### config.mk
export PLATFORM = sky130hd
export DESIGN_NAME = aespim_keyexp_sequencer
export DESIGN_NICKNAME = d
export VERILOG_FILES = /design/src/rtl/aespim_keyexp_sequencer.sv
export SDC_FILE = /design/constraint.sdc
export NUM_CORES = 1
export LEC_CHECK = 0
export BUFFER_PORTS_ARGS = -buffer_cell sky130_fd_sc_hd__buf_4
export CORE_MARGIN = 2
export CORE_UTILIZATION = 44
export DETAILED_ROUTE_END_ITERATION = 6
export MAX_ROUTING_LAYER = met4
export PLACE_DENSITY = 0.78
export SKIP_CTS_REPAIR_TIMING = 1
export SYNTH_ARGS = -nofsm -noshare
export SYNTH_HDL_FRONTEND = slang
export SYNTH_SLANG_ARGS = --single-unit
### constraint.sdc
create_clock -name clk_i -period 2 [get_ports clk_i]
set_input_delay 0 -clock clk_i [delete_from_list [all_inputs] [get_ports clk_i]]
set_output_delay 0 -clock clk_i [all_outputs]
set_load 0.05 [all_outputs]
### src/rtl/aespim_keyexp_sequencer.sv
// Key-expansion command sequencer for the AES PIM accelerator: LD x4, NUM_ROUNDS x (KEXR, KEX x3),
// ST x4, streaming w0..w43 downstream. Define AESPIM_SEQ_ZEROIZE_EN to zero the accelerator on abort.
module aespim_keyexp_sequencer #(
    parameter int NUM_ROUNDS = 10,
    parameter int OP_W       = 3
) (
    input  logic            clk_i,
    input  logic            rst_ni,
    input  logic            start_i,
    input  logic            abort_i,
    input  logic            key_valid_i,
    output logic            key_ready_o,
    input  logic [31:0]     key_data_i,
    output logic            acc_start_o,
    output logic [OP_W-1:0] acc_op_o,
    output logic [31:0]     acc_data_o,
    output logic [3:0]      acc_rcon_idx_o,
    input  logic [31:0]     acc_data_i,
    output logic            rk_valid_o,
    input  logic            rk_ready_i,
    output logic [31:0]     rk_data_o,
    output logic [5:0]      rk_idx_o,
    output logic            busy_o,
    output logic            done_o
);

    localparam logic [OP_W-1:0] OP_LD   = OP_W'(0);
    localparam logic [OP_W-1:0] OP_ST   = OP_W'(1);
    localparam logic [OP_W-1:0] OP_KEXR = OP_W'(2);
    localparam logic [OP_W-1:0] OP_KEX  = OP_W'(3);

    typedef enum logic [2:0] {
        ST_IDLE,
        ST_LOAD,
        ST_ROUND,
        ST_FLUSH,
        ST_DRAIN
`ifdef AESPIM_SEQ_ZEROIZE_EN
        , ST_ZERO
`endif
    } state_e;

    state_e      state_q, state_d;
    logic [1:0]  word_cnt_q, word_cnt_d;
    logic [3:0]  round_q, round_d;
    logic [5:0]  out_cnt_q, out_cnt_d;
    logic        rk_valid_q, rk_valid_d;
    logic [31:0] rk_data_q, rk_data_d;
    logic [5:0]  rk_idx_q, rk_idx_d;
    logic        done_q, done_d;
    logic        issue, out_free, abort_act;

    always_comb begin
        state_d        = state_q;
        word_cnt_d     = word_cnt_q;
        round_d        = round_q;
        out_cnt_d      = out_cnt_q;
        rk_valid_d     = rk_valid_q && !rk_ready_i;
        rk_data_d      = rk_data_q;
        rk_idx_d       = rk_idx_q;
        done_d         = 1'b0;
        issue          = 1'b0;
        key_ready_o    = 1'b0;
        acc_start_o    = 1'b0;
        acc_op_o       = OP_LD;
        acc_data_o     = '0;
        acc_rcon_idx_o = '0;
        // The output register may be refilled in the same cycle it is accepted.
        out_free       = !rk_valid_q || rk_ready_i;
        abort_act      = abort_i && (state_q != ST_IDLE);
`ifdef AESPIM_SEQ_ZEROIZE_EN
        if (state_q == ST_ZERO) abort_act = 1'b0;
`endif

        if (abort_act) begin
            rk_valid_d = 1'b0;
`ifdef AESPIM_SEQ_ZEROIZE_EN
            state_d    = ST_ZERO;
            word_cnt_d = '0;
`else
            state_d    = ST_IDLE;
`endif
        end else begin
            case (state_q)
                ST_IDLE: begin
                    if (start_i) begin
                        state_d    = ST_LOAD;
                        word_cnt_d = '0;
                        round_d    = 4'd1;
                        out_cnt_d  = '0;
                    end
                end
                ST_LOAD: begin
                    key_ready_o = 1'b1;
                    if (key_valid_i) begin
                        acc_start_o = 1'b1;
                        acc_data_o  = key_data_i;
                        word_cnt_d  = word_cnt_q + 2'd1;
                        if (word_cnt_q == 2'd3) state_d = ST_ROUND;
                    end
                end
                ST_ROUND: begin
                    if (out_free) begin
                        issue       = 1'b1;
                        acc_start_o = 1'b1;
                        word_cnt_d  = word_cnt_q + 2'd1;
                        if (word_cnt_q == 2'd0) begin
                            acc_op_o       = OP_KEXR;
                            acc_rcon_idx_o = round_q - 4'd1;
                        end else begin
                            acc_op_o = OP_KEX;
                        end
                        if (word_cnt_q == 2'd3) begin
                            if (round_q == 4'(NUM_ROUNDS)) state_d = ST_FLUSH;
                            else round_d = round_q + 4'd1;
                        end
                    end
                end
                ST_FLUSH: begin
                    // ST shifts zeros in while the last four round-key words fall out of word 0.
                    if (out_free) begin
                        issue       = 1'b1;
                        acc_start_o = 1'b1;
                        acc_op_o    = OP_ST;
                        word_cnt_d  = word_cnt_q + 2'd1;
                        if (word_cnt_q == 2'd3) state_d = ST_DRAIN;
                    end
                end
                ST_DRAIN: begin
                    if (rk_valid_q && rk_ready_i) begin
                        done_d  = 1'b1;
                        state_d = ST_IDLE;
                    end
                end
`ifdef AESPIM_SEQ_ZEROIZE_EN
                ST_ZERO: begin
                    acc_start_o = 1'b1;
                    word_cnt_d  = word_cnt_q + 2'd1;
                    if (word_cnt_q == 2'd3) state_d = ST_IDLE;
                end
`endif
                default: state_d = ST_IDLE;
            endcase
        end

        if (issue) begin
            rk_valid_d = 1'b1;
            rk_data_d  = acc_data_i;
            rk_idx_d   = out_cnt_q;
            out_cnt_d  = out_cnt_q + 6'd1;
        end
    end

    always_ff @(posedge clk_i) begin
        if (!rst_ni) begin
            state_q    <= ST_IDLE;
            word_cnt_q <= '0;
            round_q    <= '0;
            out_cnt_q  <= '0;
            rk_valid_q <= 1'b0;
            rk_data_q  <= '0;
            rk_idx_q   <= '0;
            done_q     <= 1'b0;
        end else begin
            state_q    <= state_d;
            word_cnt_q <= word_cnt_d;
            round_q    <= round_d;
            out_cnt_q  <= out_cnt_d;
            rk_valid_q <= rk_valid_d;
            rk_data_q  <= rk_data_d;
            rk_idx_q   <= rk_idx_d;
            done_q     <= done_d;
        end
    end

    assign rk_valid_o = rk_valid_q;
    assign rk_data_o  = rk_data_q;
    assign rk_idx_o   = rk_idx_q;
    assign done_o     = done_q;
    assign busy_o     = (state_q != ST_IDLE);

endmodule
==> reports/qor.txt <==
status -> complete, but fails checks
failing checks -> hold timing
Final ANT Viol Nets -> 0
share of cells above drive strength 1 -> 34.1%
final instance area -> 4320 µm²
largest family of logic cells by synthesized area -> simple AND/OR/NAND/NOR gates
mux cell area share after synthesis -> 0.740%
I/O pin cnt -> 152
clk_lat worst skew -> 0.31 ns
xor/xnor share of the synthesized area -> 0.647%
RSZ-0062 raised after global routing -> false
syn_nets -> 419
layout net count -> 591
clk slew on worst S/H paths -> 0.10 ns
Slew @ Worst Pin -> 0.713 ns
Max VDD drop -> 0.283 mV
Tmin final -> 1.90 ns
P_leak -> 1.99 nW
syn_area_per_cell -> 7.89 µm²
Mapped Area -> 2710 µm²
Post-DP Area -> 3900 µm²
final hold violations -> 1
total power -> 2.11 mW
Starting Density -> 45.7%
crit-path max FO -> 8
ys flop type -> dfxtp_1
routed vias -> 3003
setup violators final -> 0
core area -> 5920 µm²
final wirelength -> 8.29 mm
initial antenna violation count -> 0
Initial DRC Count -> 184
area share of fa/ha/maj cells after synthesis -> 2.77%
final period utilization -> 95.0%
area grow syn2layout -> 59.7%
compound-gate portion of the synthesized area -> 16.7%
GP Congestion -> 0.892
DR WL/cell -> 14.0 µm
Fmax -> 0.526 GHz
largest cells by area after synthesis -> dfxtp_1 (41%), nand2_1 (13%), a21boi_0 (11%)
Req. time, crit path -> 2.00 ns
largest area contributor in the netlist -> dfxtp_1
Seq/Total Area, Yosys -> 40.7%
worst path arrival time -> 1.90 ns
area share of and/or/nand/nor cells after synthesis -> 33.1%
Sink Count -> 55
Overflow after GRT -> 0
CTS tree -> built
chip width -> 82.4 µm
die area -> 6790 µm²
Clock Skew -> 0.00825 ns
H-tree levels -> 2
post-synth top area share -> 40.7%
Chip Height -> 82.4 µm
DP HPWL -> 5.64 mm
1st-pass router iterations -> 4
Post-Synthesis Cells -> 343
Setup crit end kind -> output pin
Max-slew headroom -> 51.3%
Row Count -> 28
Final Max Tran Viols -> 0
Antenna diodes -> 0
Num CTS Buffers -> 5
post-DR vias/cell -> 5.08
crit path launch type -> flop
number of global-route vias before repair -> 2496
largest net degree at the start of global routing -> 51
first-pass GRT wire length -> 11.3 mm
PwrDens -> 489 nW/µm²
max-cap violation count -> 0
hold slack -> -0.000319 ns
CTS max path bufs -> 2
EDFF count, synth -> 0
Crit Path Class -> reg2out
Synth cell types -> 45
Port Buffer Count -> 150
#FFs+latches synth -> 55
gr usage total -> 21.5%
Ys Warns -> 0
DRC Markers -> 0
Tightest Hold Check Type -> in2reg
Async SR Flop Fraction -> 0%
Clk Tree Root Cell -> clkbuf_8
[synthesized netlist by cell type, types with 4 or more instances]
cell type  instances
a21boi_0          40
a21oi_1            6
nand4_1            4
dfxtp_1           55
nand3_1            7
ha_1               6
buf_2              9
clkbuf_1          17
nor2_1            12
nand2_1           92
and3_1            32
inv_1              6
or3_1              6
o21ai_0            7
[sequential cells by signal, summed over array words and instances, names as in the netlist]
register / count
done_o: 1
out_cnt_q: 6
rk_data_o: 32
rk_idx_o: 6
rk_valid_o: 1
round_q: 4
state_q: 3
word_cnt_q: 2
[final timing paths]
| kind | from | endpoint | slack (ns) | cells past startpoint |
|---|---|---|---|---|
| setup / recovery | state_q[1] | acc_op_o[0] | 0.1 | 5 |
| hold reg to reg | rk_data_o[2] | rk_data_o[2] | 0.47 | 2 |
| hold / removal | rst_ni | word_cnt_q[1] | -0.0003 | 3 |
| setup reg to reg | round_q[0] | round_q[1] | 0.22 | 6 |
[worst max-delay path, cell delays in order (launching register included)]
cell and delay (ns):
dfxtp_1 0.48, nand2b_2 0.16, or3_1 0.39, buf_4 0.19
nor2_1 0.15, buf_4 0.22
[kinds of logic (layout without fill, tap and decap cells)]
family,count (synthesis),after routing
simple gates,180,180
compound gates,64,64
flops,55,55
buf+inv,33,206
fa+ha+maj,6,6
xor+xnor,2,2
mux,2,2
other cells,1,1
[where the power goes]
part	internal, mW	leakage (nW)	switching, mW
Sequential	1.10	0.443	0.0100
Clock	0.252	0.0418	0.364
Combinational	0.201	1.50	0.186
[layer usage]
layer,wire (µm),up-vias,global-route usage [%],part of all wire (%)
li1,-,1509,-,-
met1,3530,1390,27.3,43
met2,4230,97,35.9,51
met3,490,7,3.70,5.9
met4,40,0,4.67,0.48
met5,0,-,-,0
[metrics by stage]
stage | hold slack (ns) | setup slack (ns) | utilization (%) | TNS (ns) | instances
floorplan | 0.145 | -0.198 | - | -0.899 | 343
global placement | 0.261 | 0.309 | 65.9 | 0 | 550
detailed placement | 0.270 | 0.225 | 65.9 | 0 | 550
CTS | -0.0634 | 0.115 | 67.4 | 0 | 558
global route | 0.00589 | 0.00217 | 73.0 | 0 | 591
finish | -0.000319 | 0.0994 | 73.0 | 0 | 591
[layout by cell type, fill, tap and decap left out, drive strengths merged, types with 3 or more instances in the layout]
cell type    count
buf            159
nand2           92
dfxtp           55
a21boi          40
dlygate4sd3     33
and3            32
nor2            12
nand3            7
o21ai            7
inv              7
or3              6
a21oi            6
ha               6
clkbuf           6
nand4            4
nand2b           4
nor2b            3
nor3             3
nor4             3
or4b             3
[final cells by class]
type,count,area [µm²]
Fill cell,447,1600
Clock buffer,6,72.6
Multi-Input combinational cell,255,1480
Clock inverter,2,16.3
Inverter,6,22.5
Tap cell,75,93.8
Timing Repair Buffer,192,1540
Sequential cell,55,1100
(Power assumes the default switching activity.)
